File: config.mk
export PLATFORM = sky130hd
export DESIGN_NAME = barrel_shifter_pipe
export DESIGN_NICKNAME = d
export VERILOG_FILES = /design/src/rtl/barrel_pkg.sv /design/src/rtl/barrel_stage.sv /design/src/rtl/barrel_shifter_pipe.sv
export SDC_FILE = /design/constraint.sdc
export NUM_CORES = 1
export LEC_CHECK = 0
export ABC_AREA = 1
export CAP_MARGIN = 20
export CORE_MARGIN = 5
export CORE_UTILIZATION = 35
export DETAILED_ROUTE_END_ITERATION = 16
export HOLD_SLACK_MARGIN = 0.02
export PLACE_DENSITY = 0.5
export REMOVE_ABC_BUFFERS = 1
export SYNTH_ARGS = -nofsm -noshare
export SYNTH_HDL_FRONTEND = slang
export SYNTH_HIERARCHICAL = 1
export SYNTH_SLANG_ARGS = --single-unit
export TNS_END_PERCENT = 30
File: constraint.sdc
create_clock -name clk -period 1.5 [get_ports clk]
set_input_delay 0.3 -clock clk [delete_from_list [all_inputs] [get_ports clk]]
set_output_delay 0.3 -clock clk [all_outputs]
set_load 0.1 [all_outputs]
File: src/rtl/barrel_pkg.sv
// ============================================================================
//  Module   : barrel_pkg
//  Purpose  : Operation codes and op-class helpers shared by the barrel shifter.
//  Revision : 1.0 - initial release
// ============================================================================
`default_nettype none

package barrel_pkg;

    localparam int unsigned OP_W = 3;

    typedef enum logic [OP_W-1:0] {
        OP_ROL = 3'd0,
        OP_ROR = 3'd1,
        OP_SLL = 3'd2,
        OP_SRL = 3'd3,
        OP_SRA = 3'd4
    } barrel_op_e;

    function automatic logic op_is_legal(input logic [OP_W-1:0] op);
        return op <= OP_SRA;
    endfunction

    // Right-direction ops run through the left-shift core on a bit-reversed operand.
    function automatic logic op_is_right(input logic [OP_W-1:0] op);
        return (op == OP_ROR) || (op == OP_SRL) || (op == OP_SRA);
    endfunction

    function automatic logic op_is_rotate(input logic [OP_W-1:0] op);
        return (op == OP_ROL) || (op == OP_ROR);
    endfunction

endpackage

`default_nettype wire

File: src/rtl/barrel_stage.sv
// ============================================================================
//  Module   : barrel_stage
//  Purpose  : One registered left-shift stage; shifts by 2^STAGE when selected.
//  Revision : 1.0 - initial release
// ============================================================================
`default_nettype none

module barrel_stage
    import barrel_pkg::*;
#(
    parameter int WIDTH = 32,
    parameter int STAGE = 0
) (
    input  logic                       clk,
    input  logic                       rst_n,
    input  logic                       en,
    input  logic                       up_valid,
    input  logic [WIDTH-1:0]           up_data,
    input  logic [$clog2(WIDTH)-1:0]   up_amnt,
    input  logic [OP_W-1:0]            up_op,
    input  logic                       up_fill,
    input  logic                       up_err,
    output logic                       dn_valid,
    output logic [WIDTH-1:0]           dn_data,
    output logic [$clog2(WIDTH)-1:0]   dn_amnt,
    output logic [OP_W-1:0]            dn_op,
    output logic                       dn_fill,
    output logic                       dn_err
);

    localparam int c_shift = 1 << STAGE;

    logic [WIDTH-1:0] w_shifted;

    always_comb begin
        w_shifted = up_data;
        if (up_amnt[STAGE] && !up_err) begin
            if (op_is_rotate(up_op)) begin
                w_shifted = {up_data[WIDTH-1-c_shift:0], up_data[WIDTH-1 -: c_shift]};
            end else begin
                w_shifted = {up_data[WIDTH-1-c_shift:0], {c_shift{up_fill}}};
            end
        end
    end

    always_ff @(posedge clk or negedge rst_n) begin
        if (!rst_n) begin
            dn_valid <= 1'b0;
            dn_data  <= '0;
            dn_amnt  <= '0;
            dn_op    <= '0;
            dn_fill  <= 1'b0;
            dn_err   <= 1'b0;
        end else if (en) begin
            dn_valid <= up_valid;
            dn_data  <= w_shifted;
            dn_amnt  <= up_amnt;
            dn_op    <= up_op;
            dn_fill  <= up_fill;
            dn_err   <= up_err;
        end
    end

endmodule

`default_nettype wire

File: src/rtl/barrel_shifter_pipe.sv
// ============================================================================
//  Module   : barrel_shifter_pipe
//  Purpose  : log2(WIDTH)-stage pipelined rotate/shift unit with valid/ready flow.
//  Revision : 1.0 - initial release
// ============================================================================
`default_nettype none

module barrel_shifter_pipe
    import barrel_pkg::*;
#(
    parameter int WIDTH = 32
) (
    input  logic                       clk,
    input  logic                       rst_n,
    input  logic                       in_valid,
    output logic                       in_ready,
    input  logic [WIDTH-1:0]           in_data,
    input  logic [$clog2(WIDTH)-1:0]   in_amnt,
    input  logic [OP_W-1:0]            in_op,
    output logic                       out_valid,
    input  logic                       out_ready,
    output logic [WIDTH-1:0]           out_data,
    output logic                       out_zero,
    output logic                       out_err
);

    localparam int SHW = $clog2(WIDTH);

    logic                 w_valid [0:SHW];
    logic [WIDTH-1:0]     w_data  [0:SHW];
    logic [SHW-1:0]       w_amnt  [0:SHW];
    logic [OP_W-1:0]      w_op    [0:SHW];
    logic                 w_fill  [0:SHW];
    logic                 w_err   [0:SHW];
    logic [WIDTH-1:0]     w_in_rev;
    logic [WIDTH-1:0]     w_out_rev;
    logic                 w_unused;

    for (genvar b = 0; b < WIDTH; b++) begin : g_rev
        assign w_in_rev[b]  = in_data[WIDTH-1-b];
        assign w_out_rev[b] = w_data[SHW][WIDTH-1-b];
    end

    // A single enable stalls the whole pipe only when a result is stuck at the output.
    assign in_ready   = !out_valid || out_ready;

    assign w_valid[0] = in_valid && in_ready;
    assign w_data[0]  = op_is_right(in_op) ? w_in_rev : in_data;
    assign w_amnt[0]  = in_amnt;
    assign w_op[0]    = in_op;
    assign w_fill[0]  = (in_op == OP_SRA) && in_data[WIDTH-1];
    assign w_err[0]   = !op_is_legal(in_op);

    for (genvar k = 0; k < SHW; k++) begin : g_stage
        barrel_stage #(
            .WIDTH (WIDTH),
            .STAGE (k)
        ) u_stage (
            .clk      (clk),
            .rst_n    (rst_n),
            .en       (in_ready),
            .up_valid (w_valid[k]),
            .up_data  (w_data[k]),
            .up_amnt  (w_amnt[k]),
            .up_op    (w_op[k]),
            .up_fill  (w_fill[k]),
            .up_err   (w_err[k]),
            .dn_valid (w_valid[k+1]),
            .dn_data  (w_data[k+1]),
            .dn_amnt  (w_amnt[k+1]),
            .dn_op    (w_op[k+1]),
            .dn_fill  (w_fill[k+1]),
            .dn_err   (w_err[k+1])
        );
    end

    assign out_valid = w_valid[SHW];
    assign out_err   = w_err[SHW];
    assign out_data  = op_is_right(w_op[SHW]) ? w_out_rev : w_data[SHW];
    assign out_zero  = (w_data[SHW] == '0);
    assign w_unused  = ^{w_amnt[SHW], w_fill[SHW]};

endmodule

`default_nettype wire

==> results of run 1 <==
-- layout by cell type (no fill, tap or decap) --
cell and n:
sky130_fd_sc_hd__clkinv_4 1, sky130_fd_sc_hd__nand2_2 12, sky130_fd_sc_hd__o21ai_2 15, sky130_fd_sc_hd__nand3_1 130
sky130_fd_sc_hd__nor2_2 3, sky130_fd_sc_hd__a21oi_1 74, sky130_fd_sc_hd__o21bai_1 1, sky130_fd_sc_hd__nand2_4 6
sky130_fd_sc_hd__dfrtp_2 1, sky130_fd_sc_hd__inv_6 9, sky130_fd_sc_hd__inv_4 2, sky130_fd_sc_hd__o21ai_0 31
sky130_fd_sc_hd__clkbuf_16 20, sky130_fd_sc_hd__clkdlybuf4s50_1 42, sky130_fd_sc_hd__clkbuf_8 1, sky130_fd_sc_hd__a21oi_2 20
sky130_fd_sc_hd__inv_1 137, sky130_fd_sc_hd__inv_2 6, sky130_fd_sc_hd__buf_4 85, sky130_fd_sc_hd__clkinvlp_4 3
sky130_fd_sc_hd__buf_12 61, sky130_fd_sc_hd__dlygate4sd3_1 1, sky130_fd_sc_hd__buf_6 3, sky130_fd_sc_hd__dfrtp_1 198
sky130_fd_sc_hd__nand2_1 748, sky130_fd_sc_hd__o21ai_1 22, sky130_fd_sc_hd__a21boi_0 1, sky130_fd_sc_hd__inv_8 2
sky130_fd_sc_hd__nor2_4 3, sky130_fd_sc_hd__nor2_1 56, sky130_fd_sc_hd__bufinv_16 2, sky130_fd_sc_hd__o21ai_4 5
sky130_fd_sc_hd__clkinv_2 2
-- stage by stage --
step / cell area [um^2] / setup slack, ps / cells / hold WS (ps)
floorplan: 10400 / -4770 / 1476 / 4.41
global placement: 13100 / -275 / 2067 / 252
detailed placement: 13100 / -323 / 2067 / 251
CTS: 13800 / -623 / 2099 / 345
global route: 14000 / -757 / 2105 / 369
finish: 14000 / -631 / 2105 / 339
-- how the worst min path moves through the flow --
| stage | start | end | cells after the start |
|---|---|---|---|
| 4_1_cts | rst_n | g_stage[0].u_stage/dn_err$_DFFE_PN0P_ | 2 |
| 3_5_place_dp | rst_n | g_stage[0].u_stage/dn_err$_DFFE_PN0P_ | 1 |
| 2_1_floorplan | rst_n | g_stage[0].u_stage/dn_amnt[1]$_DFFE_PN0P_ | 0 |
| 6_report | rst_n | g_stage[0].u_stage/dn_amnt[1]$_DFFE_PN0P_ | 2 |
| 3_3_place_gp | rst_n | g_stage[0].u_stage/dn_data[1]$_DFFE_PN0P_ | 1 |
| 5_1_grt | rst_n | g_stage[0].u_stage/dn_amnt[1]$_DFFE_PN0P_ | 2 |
-- area by class of cell --
type	count	share of cell area
multi-input combinational	1127	0.351
inverter	150	0.0422
clock buffer	17	0.0304
tap	402	0.0360
timing repair buffer	196	0.173
sequential	199	0.356
clock inverter	14	0.0116
-- metal layers --
layer / wire length [um] / GRT usage
met1: 12700 / 0.202
met2: 12500 / 0.253
met3: 807 / 0.0205
met4: 502 / 0.0517
met5: 0 / 0
-- registers in the layout, summed over array words and instances, names as in the netlist --
name                      count
g_stage.u_stage/dn_data     160
g_stage.u_stage/dn_valid      5
g_stage.u_stage/dn_fill       4
g_stage.u_stage/dn_amnt      10
g_stage.u_stage/dn_op        15
g_stage.u_stage/dn_err        5
-- critical path, cell delays in order (launching register included) --
cell,delay [ps]
sky130_fd_sc_hd__dfrtp_1,390
sky130_fd_sc_hd__nor2_1,100
sky130_fd_sc_hd__nand2_1,90
sky130_fd_sc_hd__o21ai_4,80
sky130_fd_sc_hd__buf_12,160
sky130_fd_sc_hd__clkbuf_16,160
sky130_fd_sc_hd__nand2_1,50
sky130_fd_sc_hd__o21ai_0,70
sky130_fd_sc_hd__buf_4,140
sky130_fd_sc_hd__buf_12,160
-- repair_timing --
| item | 4_1_cts | 5_1_grt |
|---|---|---|
| buffers inserted | 0 | 4 |
| hold buffers | 1 | 0 |
| pin swaps | 2 | 2 |
| gates resized for setup | 5 | 45 |
| cloned | 0 | 4 |
| endpoints found under the hold margin | 31 | 0 |
| setup endpoints to repair | 34 | 55 |
==> out/qor.csv, run 1 <==
stage,metric,value,unit
run_status,result of the run,finished with violations,
run_status,failing checks,setup timing,
die,Die Wd,187,um
clocking,clock edge transition at the registers on the reported setup and hold paths,70,ps
cells_and_area,number of antenna diodes,0,
die,Chip Height,187,um
placed_design,GPL Wtd Cong,0.803,
setup_path,Worst Path Required,1200,ps
timing,number of pins with negative max-slew slack in the final report,0,
cells_and_area,fraction of layout cells with a size suffix above 1,0.154,
cells_and_area,area of the multi-input gates,4900,um^2
setup_path,CP Max Fanout,10,
grt,global-route wire length before repair,45.6,mm
drt,vias per cell,4.62,
drt,total wire length after detailed routing,26.5,mm
die,number of top-level pins,80,
drt,ANT nets after route,0,
die,row count,65,
setup_path,launch point of the critical path,g_stage[4].u_stage/dn_op[0]$_DFFE_PN0P_,
placed_design,count of input and output buffers,79,
clocking,H-tree depth,4,
timing,Worst-Margin Slew,468,ps
setup_path,worst reg2reg path depth,6,
clocking,number of buffers inserted during clock tree synthesis,17,
synthesis,synthesized cell area,11000,um^2
setup_path,capture instance of the worst register-to-register path,g_stage[1].u_stage/dn_data[0]$_DFFE_PN0P_,
flow_run,number of violations of the max-capacitance limit,0,
timing,TNS Setup,-19730,ps
cells_and_area,P&R area growth vs syn,26.8,%
clocking,latest clock arrival within the worst-skew pair,440,ps
timing,worst setup margin,-631,ps
cells_and_area,final core utilization,0.446,
timing,minimum clock period after layout,2130,ps
cells_and_area,count of filler cells inserted in the layout,3170,
timing,number of failing hold endpoints at the final stage,0,
grt,vias in the first global route,9637,
cells_and_area,number of nets in the layout,1735,
hold_path,class of the tightest hold or removal check,in -> async,
drt,1st-iter DRT viols,481,
die,Starting Density,0.352,
die,Core Area,31300,um^2
grt,largest net degree at the start of global routing,49,
setup_path,Critical R2R Launch,g_stage[4].u_stage/dn_valid$_DFFE_PN0P_,
grt,antenna violations before repair,0,
setup_path,setup slack on the worst flop-to-flop path,170,ps
setup_path,capture point of the worst path,out_data[18],
timing,highest clock frequency the design can meet,469,MHz
drt,wire length per cell,12.6,um
cells_and_area,storage element area,4980,um^2
clocking,buffer depth of the longest clock path,2,
synthesis,per-instance average area after synthesis,7.03,um^2
timing,Slew HR,0.685,
timing,ratio of final minimum period to clock period,1.42,
setup_path,Critical Path Sink Type,output port,
die,Die Footprint,35100,um^2
drt,via count,9719,
clocking,number of sinks driven by the clock tree,199,
clocking,clock root buffer master,sky130_fd_sc_hd__clkbuf_16,
grt,final global-route overflow total,0,
placed_design,DP HPWL,19.1,mm
setup_path,Arrival @ worst endpoint,1830,ps
timing,Setup-failing EPs final,34,
timing,unrepaired setup endpoints after global routing,true,
grt,overall fraction of global-route tracks in use,0.151,
synthesis,number of warnings reported in the yosys synthesis log,6,
timing,worst clock skew,22.2,ps
drt,Pre-Repair DR Iteration Count,5,
setup_path,Critical Path Start Type,flip-flop,
drt,remaining routing DRC violations,0,
clocking,TritonCTS clock tree,done,
setup_path,critical path class,reg -> out,
synthesis,Cells after Synth,1567,
Power of run 1 is left out: the tool's default activity adds up to more than one toggle a clock period on the data nets, which glitch-free logic cannot reach.
==> run 2: changes to the inputs <==
--- a/config.mk
+++ b/config.mk
@@ -8,11 +8,10 @@
 export ABC_AREA = 1
 export CAP_MARGIN = 20
 export CORE_MARGIN = 5
-export CORE_UTILIZATION = 35
+export CORE_UTILIZATION = 40
 export DETAILED_ROUTE_END_ITERATION = 16
 export HOLD_SLACK_MARGIN = 0.02
-export PLACE_DENSITY = 0.5
-export REMOVE_ABC_BUFFERS = 1
+export PLACE_DENSITY = 0.56
 export SYNTH_ARGS = -nofsm -noshare
 export SYNTH_HDL_FRONTEND = slang
 export SYNTH_HIERARCHICAL = 1
==> run 2 against run 1 <==
The flow still finishes with violations (setup timing). Cell area fell by 0.19%. Non-clock buffer count shrank 25. Flip-flop and latch count unchanged. Utilization grew 7.0 points. Register-to-register slack got worse by 50 ps. Sequential share of layout area up 0.085 points. Wire length grew 0.42%. Critical path type unchanged. Largest cell class is now multi-input combinational cells.
==> out/qor.csv, run 2 (synthesis gave the netlist of run 1 again) <==
stage,metric,value,unit,change
cells_and_area,count of filler cells inserted in the layout,2685,,-15%
placed_design,number of cells after detailed placement,1987,,-3.9%
cells_and_area,biggest regs,"g_stage.u_stage/dn_data (160), g_stage.u_stage/dn_op (15), g_stage.u_stage/dn_amnt (10)",,
timing,worst setup margin,-558,ps,+73.4 ps
setup_path,CP Max Fanout,32,,+22
timing,final worst hold slack,361,ps,+22.1 ps
run_status,failing checks,setup timing,,
timing,TNS Setup,-17710,ps,+2020 ps
cells_and_area,max FFs per register,160,,unchanged
timing,Worst-Margin Slew,478,ps,+10.3 ps
setup_path,Arrival @ worst endpoint,1760,ps,-70 ps
die,Starting Density,0.408,,+0.0558
grt,largest net degree at the start of global routing,42,,-14%
placed_design,GPL Wtd Cong,0.909,,+13%
timing,highest clock frequency the design can meet,486,MHz,+3.6%
drt,ANT nets after route,0,,unchanged
timing,number of pins with negative max-slew slack in the final report,0,,unchanged
die,Chip Height,176,um,-6.1%
grt,vias in the first global route,9575,,-0.64%
cells_and_area,number of nets in the layout,1710,,-1.4%
grt,antenna violations before repair,0,,unchanged
cells_and_area,storage element area,4980,um^2,about the same
die,number of top-level pins,80,,unchanged
cells_and_area,Top reg by flops,g_stage.u_stage/dn_data,,
setup_path,critical path class,reg -> out,,
cells_and_area,number of antenna diodes,0,,unchanged
clocking,TritonCTS clock tree,done,,
setup_path,worst reg2reg path depth,8,,+2
placed_design,DP HPWL,19.9,mm,+3.9%
setup_path,Worst path slowest cell,sky130_fd_sc_hd__dfrtp_1,,
clocking,clock root buffer master,sky130_fd_sc_hd__clkbuf_16,,
clocking,number of buffers inserted during clock tree synthesis,17,,unchanged
cells_and_area,"leading cell type in the layout, fill and taps excluded",sky130_fd_sc_hd__nand2_1,,
cells_and_area,final standard cell count with taps included and fillers excluded,2020,,-4.0%
grt,final global-route overflow total,0,,unchanged
clocking,buffer depth of the longest clock path,2,,unchanged
setup_path,Critical R2R Launch,g_stage[3].u_stage/dn_err$_DFFE_PN0P_,,
timing,Slew HR,0.678,,-0.00694
cells_and_area,P&R area growth vs syn,26.6,%,
placed_design,count of input and output buffers,79,,unchanged
timing,minimum clock period after layout,2060,ps,-73.4 ps
hold_path,class of the tightest hold or removal check,in -> async,,
timing,unrepaired setup endpoints after global routing,true,,
grt,global-route wire length before repair,46.4,mm,+1.9%
setup_path,launch point of the critical path,g_stage[4].u_stage/dn_op[1]$_DFFE_PN0P_,,
setup_path,CP cell instances,nor2_2 > nand2_2 > o21ai_4 > buf_12 > nand2_1 > o21ai_4 > buf_12,,
setup_path,Critical Path Sink Type,output port,,
setup_path,number of buffer and inverter stages on the critical path,2,,-2
setup_path,Worst Path Required,1200,ps,about the same
timing,Setup-failing EPs final,34,,unchanged
clocking,H-tree depth,4,,unchanged
cells_and_area,final standard cell area without fillers,13900,um^2,-0.19%
grt,overall fraction of global-route tracks in use,0.178,,+0.0273
timing,number of failing hold endpoints at the final stage,0,,unchanged
die,Die Wd,176,um,-6.1%
synthesis,post-synthesis net count,1611,,
cells_and_area,area of the multi-input gates,5200,um^2,+6.2%
run_status,result of the run,finished with violations,,
setup_path,logic depth of the worst setup path including buffers,7,,-2
clocking,number of buffers added for setup after CTS,0,,unchanged
clocking,number of sinks driven by the clock tree,199,,unchanged
drt,via count,9613,,-1.1%
die,row count,60,,-7.7%
drt,vias per cell,4.76,,+3.1%
setup_path,largest stage delay on the critical path,400,ps,about the same
setup_path,Critical Path Start Type,flip-flop,,
cells_and_area,"commonest cells after routing, fill and taps aside","757 x sky130_fd_sc_hd__nand2_1, 198 x sky130_fd_sc_hd__dfrtp_1, 137 x sky130_fd_sc_hd__inv_1",,
flow_run,number of violations of the max-capacitance limit,0,,unchanged
drt,remaining routing DRC violations,0,,unchanged
clocking,latest clock arrival within the worst-skew pair,440,ps,about the same
timing,worst clock skew,17.5,ps,-4.68 ps
timing,ratio of final minimum period to clock period,1.37,,-0.0490
setup_path,setup slack on the worst flop-to-flop path,120,ps,-50 ps
die,Die Footprint,31000,um^2,-12%
die,Core Area,27000,um^2,-14%
setup_path,family with the most delay on the worst path,buffers and inverters,,
drt,Pre-Repair DR Iteration Count,5,,unchanged
drt,wire length per cell,13.2,um,+4.6%
drt,total wire length after detailed routing,26.7,mm,+0.42%
cells_and_area,fraction of layout cells with a size suffix above 1,0.152,,-0.00197
placed_design,post-place instance area,13300,um^2,+1.4%
clocking,clock edge transition at the registers on the reported setup and hold paths,70,ps,about the same
drt,1st-iter DRT viols,653,,+36%
[run 2: final timing paths]
check / endpoint
worst max-delay path: out_data[31]
worst min-delay path: g_stage[0].u_stage/dn_op[1]$_DFFE_PN0P_
worst max register to register: g_stage[4].u_stage/dn_data[30]$_DFFE_PN0P_
worst min register to register: g_stage[2].u_stage/dn_valid$_DFFE_PN0P_
max in group asynchronous: g_stage[1].u_stage/dn_data[7]$_DFFE_PN0P_
min in group clk: g_stage[0].u_stage/dn_amnt[2]$_DFFE_PN0P_
[run 2: layer usage]
metal	GRT usage	up-vias	routed length (um)
met1	0.231	4362	11900
met5	0	-	0
li1	-	5012	-
met3	0.0268	34	876
met2	0.306	205	13200
met4	0.0617	0	622
[run 2: worst register-to-register path, delay by kind of cell (launching register included)]
| kind | cells | cell delay, ps |
|---|---|---|
| AO/OA/AOI/OAI | 1 | 90 |
| buffers and inverters | 3 | 460 |
| flip-flops | 1 | 390 |
| AND/OR/NAND/NOR | 4 | 340 |
[run 2: cell type report]
class	count	area share
Inverter	150	0.0422
Clock inverter	14	0.0106
Clock buffer	18	0.0315
Tap cell	341	0.0306
Multi-Input combinational cell	1127	0.373
Sequential cell	199	0.357
Timing Repair Buffer	171	0.155
[run 2: timing repair]
item	CTS	global route
hold buffers	1	0
gates resized for setup	7	4
setup endpoints to repair	34	45
hold endpoints to repair	35	0
pin swaps	0	1
[run 2: metrics by stage]
step | utilization | setup slack [ps]
finish | 0.516 | -558
global route | 0.516 | -681
detailed placement | 0.493 | -307
global placement | 0.493 | -247
floorplan | - | -152
CTS | 0.516 | -618
Power of run 2 is left out for the same reason.
==> patch 1: new RTL, settings of run 1 <==
`WIDTH` is set to 32 in 2 places; all go to 64.
--- a/src/rtl/barrel_stage.sv
+++ b/src/rtl/barrel_stage.sv
@@ -9,5 +9,5 @@
     import barrel_pkg::*;
 #(
-    parameter int WIDTH = 32,
+    parameter int WIDTH = 64,
     parameter int STAGE = 0
 ) (
--- a/src/rtl/barrel_shifter_pipe.sv
+++ b/src/rtl/barrel_shifter_pipe.sv
@@ -9,5 +9,5 @@
     import barrel_pkg::*;
 #(
-    parameter int WIDTH = 32
+    parameter int WIDTH = 64
 ) (
     input  logic                       clk,
Interface: changed (resized in_amnt, in_data and out_data); port bits go from 80 to 145. No check against the original RTL was run, so the function may have changed too.
==> patch 1 against run 1 <==
The flow still finishes with violations (negative setup slack). Sequential cell count rose by 235. Synthesized area up 120%. Worst setup slack worse by 0.27 ns. Critical endpoint is now out_data[60]. Largest cell class unchanged. Routed wire length increased by 150%. Final cell count increased by 120%. Global-route usage increased by 2.2 points. Die area is 110% higher. Via count grew 120%. Non-clock buffer count is 253 higher. Fmax down 11%. Count of clock-buffer cells in the layout is 61 higher. Final area increased by 120%.
Power is not shown: default switching activity piles up to over one toggle a cycle in this logic, so the estimate is an artifact.
==> patch 1: results (changes against run 1) <==
Setup violators final -> 70 (was 34)
Final GP Congestion -> 0.864 (was 0.803)
Worst setup endpoint -> out_data[60] (was out_data[18])
GR Util All Layers -> 17.3% (was 15.1%)
Final nets -> 3792 (was 1735)
FILL cells -> 6915 (was 3170)
First-pass GRT wire length -> 107 mm (was 45.6 mm)
Share of post-route cells with drive strength above 1 -> 16.3% (was 15.4%)
Register share of the cell area -> 35.3% (was 35.6%)
Post-route setup slack -> -0.902 ns (was -0.631 ns)
DR iter-0 viols -> 1300 (was 481)
Setup_tns -> -55.33 ns (was -19.73 ns)
Max-slew headroom -> 67.0% (was 68.5%)
Reg2Reg Depth -> 9 (was 6)
Hold Worst Slack -> 0.155 ns (was 0.339 ns)
Crit path from -> g_stage[5].u_stage/dn_op[2]$_DFFE_PN0P_ (was g_stage[4].u_stage/dn_op[0]$_DFFE_PN0P_)
DP Cell Count -> 4509 (was 2067)
Max incr delay on CP -> 0.41 ns (was 0.39 ns)
Drt wl/cell -> 14.2 um (was 12.6 um)
Outcome -> finished with violations (unchanged)
CTS buffer count -> 51 (was 17)
Inverter count -> 376 (was 150)
Clock tree sinks -> 434 (was 199)
Buffer share of cell area -> 17.1% (was 17.3%)
H-tree level count -> 2 (was 4)
Clock latency on the worst-skew pair -> 0.59 ns (was 0.44 ns)
Non-clock buffer total of the final layout -> 449 (was 196)
Reg-to-reg slack, setup -> -0.01 ns (was 0.17 ns)
Failing checks -> negative setup slack (unchanged)
PortBufs -> 144 (was 79)
==> patch 1: metal layers <==
| metal | wire length, um | GRT usage [%] |
|---|---|---|
| met1 | 31600 | 24.5 |
| met2 | 30500 | 28.4 |
| met3 | 1940 | 1.96 |
| met4 | 1390 | 4.46 |
| met5 | 0 | 0 |
==> patch 1: metrics by stage <==
| step | utilization (%) | instance area (um2) |
|---|---|---|
| 2_1_floorplan | - | 22500 |
| 3_3_place_gp | 42.3 | 28500 |
| 3_5_place_dp | 42.3 | 28500 |
| 4_1_cts | 44.9 | 30300 |
| 5_1_grt | 45.6 | 30800 |
| 6_report | 45.6 | 30800 |
==> patch 1: timing repair <==
action	4_1_cts	5_1_grt
endpoints found under the hold margin	406	0
resized for setup	21	69
hold buffers	1	0
setup buffers	2	23
pin swaps	2	5
gates cloned	0	3
endpoints found under the setup margin	68	245
==> patch 2: new RTL, settings of run 1 <==
Made on the original files. Make the reset (`rst_n`) synchronous in one clocked block.
--- a/src/rtl/barrel_stage.sv
+++ b/src/rtl/barrel_stage.sv
@@ -44,5 +44,5 @@
     end
 
-    always_ff @(posedge clk or negedge rst_n) begin
+    always_ff @(posedge clk) begin
         if (!rst_n) begin
             dn_valid <= 1'b0;
Behaviour: not the same (Yosys sat finds a counterexample within 10 cycles, from zero or initial values and one cycle with rst_n low; the reset may be asserted at any time).
==> patch 2 against run 1 <==
Worst setup slack improved by 0.15 ns. Final area is 5.7% lower. Synthesized area down 4.7%. The run still ends with negative setup slack left. Critical path depth down 1. Sequential cell count stayed put. Register-to-register slack improved by 0.05 ns. Count of clock-buffer cells in the layout grew 5. Critical path type unchanged. Final cell count decreased by 1.9%. Critical endpoint is now out_data[15]. Hold slack got worse by 0.10 ns. Routed wire length down 7.1%.
==> patch 2: results (changes against run 1) <==
Clk root buf -> clkbuf_16 (unchanged)
WL met2 -> 11.2 mm (was 12.5 mm)
Crit path from -> g_stage[4].u_stage/dn_op[0]$_SDFFE_PN0P_ (was g_stage[4].u_stage/dn_op[0]$_DFFE_PN0P_)
Critical Path AT -> 1.68 ns (was 1.83 ns)
Clock latency on the worst-skew pair -> 0.43 ns
Setup violators final -> 34 (unchanged)
FILL cells -> 3113 (was 3170)
Hold path depth -> 3
Routed vias/inst -> 4.61 (was 4.62)
Largest registers -> g_stage.u_stage/dn_data x160, g_stage.u_stage/dn_op x15, g_stage.u_stage/dn_amnt x10 (unchanged)
Worst Skew -> 0.0107 ns (was 0.0222 ns)
WL met1 -> 12.6 mm (was 12.7 mm)
DR iter-0 viols -> 457 (was 481)
CTS clk-pin slew, worst paths -> 0.07 ns (about the same)
Reg-to-reg slack, setup -> 0.22 ns (was 0.17 ns)
RR Startpoint -> g_stage[2].u_stage/dn_err$_SDFFE_PN0P_ (was g_stage[4].u_stage/dn_valid$_DFFE_PN0P_)
Peak supply drop -> 0.708 mV
First-pass DRT Iterations -> 4 (was 5)
H-tree level count -> 4 (unchanged)
P_leak -> 6.59 nW
Worst Hold Launch -> rst_n
Met3 WL -> 611 um (was 807 um)
DP Cell Count -> 2031 (was 2067)
Final nets -> 1705 (was 1735)
Worst setup endpoint -> out_data[15] (was out_data[18])
Final GP Congestion -> 0.738 (was 0.803)
GR Util All Layers -> 15.5% (was 15.1%)
Initial antenna violation count -> 0 (unchanged)
R2r endpoint -> g_stage[3].u_stage/dn_data[25]$_SDFFE_PN0P_ (was g_stage[1].u_stage/dn_data[0]$_DFFE_PN0P_)
# DRC -> 0 (unchanged)
CTS max path bufs -> 2 (unchanged)
Min-Delay Endpoint -> g_stage[0].u_stage/dn_op[0]$_SDFFE_PN0P_
Post-route setup slack -> -0.481 ns (was -0.631 ns)
Hold Worst Slack -> 0.235 ns (was 0.339 ns)
ANT cells -> 0 (unchanged)
Largest net degree at the start of global routing -> 65 (was 49)
Share of post-route cells with drive strength above 1 -> 15.1% (was 15.4%)
Top Layer Used -> met4 (unchanged)
Vias in the first global route -> 9113 (was 9637)
Synthesized area per cell -> 6.61 um2 (was 7.03 um2)
Max-slew headroom -> 66.4% (was 68.5%)
Final HPWL DP -> 17.9 mm (was 19.1 mm)
First-pass GRT wire length -> 44.7 mm (was 45.6 mm)
Drt total wl -> 24.7 mm (was 26.5 mm)
Synth warn -> 6 (unchanged)
CTS buffer count -> 17 (unchanged)
Failing checks -> negative setup slack (unchanged)
HP Class -> primary input to flop (was primary input to asynchronous set/reset pin)
Via Count -> 9523 (was 9719)
Reg2Reg Depth -> 6 (unchanged)
Crit Path Max Fanout -> 32 (was 10)
Outcome -> finished with violations (unchanged)
PortBufs -> 79 (unchanged)
[patch 2: critical path, stage by stage, from the launching register on]
cell     delay [ns]
dfxtp_2        0.33
nor2_1         0.08
nand2_1        0.09
o21ai_4        0.10
buf_12         0.20
nand2_1        0.07
o21ai_1        0.07
buf_4          0.13
buf_12         0.16
[patch 2: per-stage QoR]
step / area (um2) / utilization (%) / setup TNS, ns / setup slack (ns)
global route: 13200 / 44.5 / -19.49 / -0.605
floorplan: 9850 / - / -1416.20 / -8.04
CTS: 13100 / 44.3 / -18.07 / -0.561
detailed placement: 12500 / 42.0 / -40.64 / -0.375
global placement: 12500 / 42.0 / -39.16 / -0.342
finish: 13200 / 44.5 / -15.25 / -0.481
[patch 2: cell type report]
cell class | count | area (um2) | share of cell area, %
multi-input combinational | 1095 | 5280 | 40.0
sequential | 199 | 3990 | 30.3
timing repair buffer | 166 | 2130 | 16.1
inverter | 182 | 683 | 5.18
tap | 390 | 488 | 3.70
clock buffer | 22 | 474 | 3.60
clock inverter | 10 | 141 | 1.07
[patch 2: metal layers]
layer,GRT usage [%],vias to the layer above
li1,-,5216
met1,21.9,4171
met2,25.1,118
met3,2.30,18
met4,3.64,0
met5,0,-
[patch 2: repair_timing]
action	CTS	global route
endpoints found under the setup margin	34	53
pin swaps	2	3
gates cloned	1	0
setup buffers	1	0
gates resized for setup	38	23
[patch 2: where the power goes]
| group | internal [mW] | total (mW) | switching [mW] |
|---|---|---|---|
| Sequential | 5.56 | 5.81 | 0.246 |
| Combinational | 0.903 | 2.14 | 1.24 |
| Clock | 2.77 | 4.79 | 2.02 |
